[config.mk]
export PLATFORM = sky130hd
export DESIGN_NAME = hazard_ctrl
export DESIGN_NICKNAME = d
export VERILOG_FILES = /design/src/rtl/hazard_ctrl.sv
export SDC_FILE = /design/constraint.sdc
export NUM_CORES = 1
export LEC_CHECK = 0
export CORE_ASPECT_RATIO = 0.6
export CORE_MARGIN = 5
export CORE_UTILIZATION = 25
export DETAILED_ROUTE_END_ITERATION = 6
export GPL_ROUTABILITY_DRIVEN = 0
export PLACE_DENSITY = 0.48
export REMOVE_ABC_BUFFERS = 1
export SLEW_MARGIN = 20
export SYNTH_ARGS = -nofsm -noshare
export SYNTH_HDL_FRONTEND = slang
export SYNTH_SLANG_ARGS = --single-unit
[constraint.sdc]
create_clock -name clk -period 2.2 [get_ports clk]
set_input_delay 0.22 -clock clk [delete_from_list [all_inputs] [get_ports clk]]
set_output_delay 0.22 -clock clk [all_outputs]
set_load 0.1 [all_outputs]
[src/rtl/hazard_ctrl.sv]
// hazard_ctrl: RAW hazard detection and stall/freeze control for a 5-stage pipeline
module hazard_ctrl #(
   parameter bit WB_BYPASS = 1'b0,
   parameter int CNT_W     = 32
) (
   input  logic             clk,
   input  logic             rst,
   input  logic             id_valid,
   input  logic [4:0]       id_rs_addr,
   input  logic [4:0]       id_rt_addr,
   input  logic             id_rs_used,
   input  logic             id_rt_used,
   input  logic             id_we,
   input  logic [4:0]       id_wr_addr,
   input  logic             ext_stall_req,
   output logic             pc_pause,
   output logic             ifid_pause,
   output logic             idexe_bubble,
   output logic             pipe_freeze,
   output logic [1:0]       state,
   output logic [CNT_W-1:0] stall_cnt
);
   typedef enum logic [1:0] {RUN = 2'd0, HAZ = 2'd1, HOLD = 2'd2} state_t;
   state_t st;
   logic [5:0] trk_exe, trk_mem, trk_wb;
   logic raw_haz;
   function automatic logic hit(input logic [5:0] e, input logic [4:0] a);
      return e[5] && e[4:0] == a;
   endfunction
   function automatic logic src_haz(input logic u, input logic [4:0] a,
                                    input logic [5:0] e0, input logic [5:0] e1, input logic [5:0] e2);
      return u && a != 5'd0 && (hit(e0, a) || hit(e1, a) || (!WB_BYPASS && hit(e2, a)));
   endfunction
   assign state = st;
   // hazard detection and stall/freeze outputs, forced low while in reset
   always_comb begin
      raw_haz      = id_valid && (src_haz(id_rs_used, id_rs_addr, trk_exe, trk_mem, trk_wb) ||
                                  src_haz(id_rt_used, id_rt_addr, trk_exe, trk_mem, trk_wb));
      pc_pause     = rst && (ext_stall_req || raw_haz);
      ifid_pause   = pc_pause;
      pipe_freeze  = rst && ext_stall_req;
      idexe_bubble = rst && !ext_stall_req && raw_haz;
   end
   // tracking pipe, FSM state and saturating stall counter
   always_ff @(posedge clk or negedge rst) begin
      if (!rst) begin
         trk_exe   <= 6'd0;
         trk_mem   <= 6'd0;
         trk_wb    <= 6'd0;
         st        <= RUN;
         stall_cnt <= '0;
      end else begin
         if (!ext_stall_req) begin
            trk_wb  <= trk_mem;
            trk_mem <= trk_exe;
            trk_exe <= raw_haz ? 6'd0 : {id_we && id_valid, id_wr_addr};
         end
         st <= ext_stall_req ? HOLD : raw_haz ? HAZ : RUN;
         if (pc_pause && !(&stall_cnt)) stall_cnt <= stall_cnt + {{(CNT_W-1){1'b0}}, 1'b1};
      end
   end
endmodule

==> results of run 1 <==
-- critical path: cells and delay by family, from the launching register on --
kind,cells,cell delay (ns)
buffers and inverters,3,0.34
DFF,1,0.42
AOI/OAI and AO/OA,2,0.54
and+or+nand+nor,2,0.37
xor gates and xnor gates,1,0.18
-- timing repair --
action | in CTS | in global routing
setup buffers | 5 | 5
hold buffers | 1 | 0
setup endpoints to repair | 23 | 40
pin swaps | 13 | 13
endpoints found under the hold margin | 18 | 0
gates resized for setup | 13 | 40
-- sequential cells by signal, indices dropped and copies added (netlist names) --
signal     flops
trk_mem        6
trk_wb         6
trk_exe        6
state          2
stall_cnt     32
-- cells in the mapped netlist, types with 3 or more instances --
library cell and n:
buf_6 3, a22o_1 5, nand2_1 13, and4_1 3, xor2_1 34, nor3_1 11
and3_1 6, mux2_2 13, xnor2_1 27, nor4_1 3, nor2b_1 7, nand4_1 18
dfrtp_1 52, and2_1 3, o21ai_0 3, nand3_1 16, buf_1 3, nor2_1 11
-- placed cells by master, fill, tap and decap left out, types with 2 or more instances in the layout --
cell              n
and4_1            3
nor2_2            2
a22o_1            5
nand2_1          11
buf_12            5
and3_1            5
dlygate4sd2_1     3
xnor2_1          26
dfrtp_1          51
nor2_1            9
nor3_2            8
buf_6             4
buf_8             2
buf_4            83
dlymetal6s2s_1    2
xor2_1           34
clkdlybuf4s50_1  15
nand3_2           5
and2_1            3
nor3_1            3
nor2b_1           6
inv_1             2
nand4_1          18
mux2_2           13
clkbuf_16         5
nor4_2            4
nand2_4           2
nand3_1          10
-- how the worst max path moves through the flow --
stage	end	slack (ns)	from
3_5_place_dp	stall_cnt[17]	-0.41	id_rt_addr[3]
2_1_floorplan	idexe_bubble	-1.36	trk_exe[4]
3_3_place_gp	stall_cnt[24]	-0.38	id_rs_addr[1]
6_report	ifid_pause	-0.17	trk_exe[0]
4_1_cts	ifid_pause	-0.17	trk_wb[1]
5_1_grt	pc_pause	-0.29	trk_mem[4]
-- cell type report --
type	count	area, um^2
Sequential cell	52	1300
Timing Repair Buffer	116	1010
Multi-Input combinational cell	190	1540
Clock inverter	3	22.5
Fill cell	1075	6480
Inverter	3	13.8
Clock buffer	5	125
Tap cell	139	174
-- power by group through the flow --
stage	clock, mW	sequential, mW	combinational [mW]
final	0.792	1.22	1.26
after global routing	0.858	1.24	1.32
after CTS	0.827	1.22	1.18
after detailed placement	0	1.24	1.16
after global placement	0	1.24	1.15
after floorplan	0	1.72	0.270
-- metrics by stage --
step,setup TNS [ns],util (%)
4_1_cts,-0.574,37.2
3_3_place_gp,-11.65,35.1
2_1_floorplan,-14.86,-
5_1_grt,-4.12,39.3
6_report,-1.19,39.3
3_5_place_dp,-11.65,35.1
-- cells by family after synthesis --
logic type	count (synthesis)
AO/OA/AOI/OAI	13
flip-flops	52
buffers and inverters	12
AND/OR/NAND/NOR	102
XOR/XNOR	61
multiplexers	13
adder cells (fa/ha/maj)	1
-- per-layer routing --
| metal | global-route usage [%] | share of wire [%] | up-vias | routed length [um] |
|---|---|---|---|---|
| met5 | 0 | 0 | - | 0 |
| met4 | 3.03 | 0.93 | 0 | 75 |
| met3 | 3.23 | 4.2 | 5 | 340 |
| met2 | 15.5 | 38 | 40 | 3090 |
| met1 | 19.8 | 56 | 1116 | 4550 |
| li1 | - | - | 1122 | - |
==> results_dict.tcl, run 1 <==
set metrics [dict create \
    outcome "complete, but fails checks" \
    violations "setup timing" \
    core_area_um2 10700 \
    overflow 0 \
    timing.slew.headroom_pct 70.1 \
    whs_path_depth 1 \
    clk_pin_slew_ns 0.07 \
    via_per_inst 4.49 \
    holdPathEnd "stall_cnt[19]" \
    cap_violations 0 \
    start_util_pct 25.8 \
    synth_edf_count 0 \
    cp_slowest_cell "dfrtp_1" \
    yosysWarnings 0 \
    grt_pass1_wl_mm 12.9 \
    cts_tree "built" \
    synth.area.top_cells "dfrtp_1, xor2_1, xnor2_1" \
    clock_skew_ns 0.00760 \
    netlist.area_leader.share_pct 47.3 \
    critPathRequiredTime_ns 1.98 \
    clk_path_buf_depth 2 \
    muxShareOfSynthArea_pct 5.33 \
    grt_pass1_vias 2316 \
    numCtsBuffers 5 \
    ant_nets 0 \
    rsz0062_at_grt "true" \
    dieArea_um2 13300 \
    r2r_end "stall_cnt[16]" \
    p_sw_mw 1.35 \
    wirelength_mm 8.06 \
    slew_viol_final 0 \
    p_leak_nw 1.90 \
    async_reset_ff_share_pct 100 \
    cpPeakStageDelay_ns 0.42 \
    antenna_found_initial 0 \
    worst_pin_slew_ns 0.449 \
    fin_hold_ws_ns 0.497 \
    synth-seq-cells 52 \
    arrival_ns 2.15 \
    finalCritPeriodShare_pct 108 \
    htree_num_levels 2 \
    synth-xor-area-share_pct 19.4 \
    grt_use_total_pct 12.2 \
    num-nets-final 391 \
    drtPass1Iterations 4 \
    synthAdderAreaFrac_pct 0.455 \
    power_mw 3.27 \
    vias 2283 \
    start_kind "register" \
    grt_max_degree 35 \
    synthToLayoutAreaGrowth_pct 52.4 \
    die_y_um 91.2 \
    dp_slack_ns -0.414 \
    switching_share_pct 41.4 \
    synth_cells 254 \
    synth-simple-area-share_pct 21.1 \
    setup_violations 15 \
    dp.cells 489 \
    placed_cell_area_um2 3750 \
    irDropWorstVdd_uv 1050 \
    diodes 0 \
    pwr-share-clk_pct 24.2 \
    die_w_um 145 \
    hold_start "stall_cnt[19]" \
    r2r_cells 11 \
    reg2reg_slack_ns -0.10 \
    synth_top_family_by_area "simple AND/OR/NAND/NOR gates" \
    synth_top_area_cell "dfrtp_1" \
    final_cells 508 \
    pwr-share-comb_pct 38.5 \
    drtIter0Drc 113 \
    cp_cell_sequence "xor2_1, nor4_2, nand3_1, a31o_1, o221a_4, inv_4, buf_6, buf_12" \
    hold_viol 0 \
    fin_ws_ns -0.169 \
    rows 29 \
    synth.avg_cell_area_um2 10.8 \
    drive_gt1_share_pct 41.5 \
    io_buffer_count 59 \
    fmax_ghz 0.422 \
    post-route-min-period_ns 2.37 \
    syn-cell-area_um2 2750 \
    fin_area_um2 4190 \
    place_hpwl_mm 6.11 \
    cts_root_buf "clkbuf_16" \
    synth-seq-area-share_pct 47.3 \
    r2r_start "trk_exe[0]" \
    path_class "register to output port" \
    synth_compound_area_share_pct 3.60 \
    yosysUniqueCellTypes 38 \
    seq_power_share_pct 37.3 \
    pin_count 60 \
    hold_class "register to register" \
    worstSkewPairLatency_ns 0.30 \
    drc 0 \
    ys.flop_type "dfrtp_1" \
    routedWlPerCell_um 15.9 \
    clock_sinks 52 \
    power-per-cell-area_nw_per_um2 780 \
    end_kind "output port" \
    crit_fanout 3 \
    p_int_mw 1.91 \
]
Note: power is estimated with default switching activity, not from simulation.
==> run 2: changes to the inputs <==
--- a/config.mk
+++ b/config.mk
@@ -5,6 +5,7 @@
 export SDC_FILE = /design/constraint.sdc
 export NUM_CORES = 1
 export LEC_CHECK = 0
+export CAP_MARGIN = 20
 export CORE_ASPECT_RATIO = 0.6
 export CORE_MARGIN = 5
 export CORE_UTILIZATION = 25
==> results of run 2 <==
No change in the layout: final DEF, timing and power equal those of run 1.
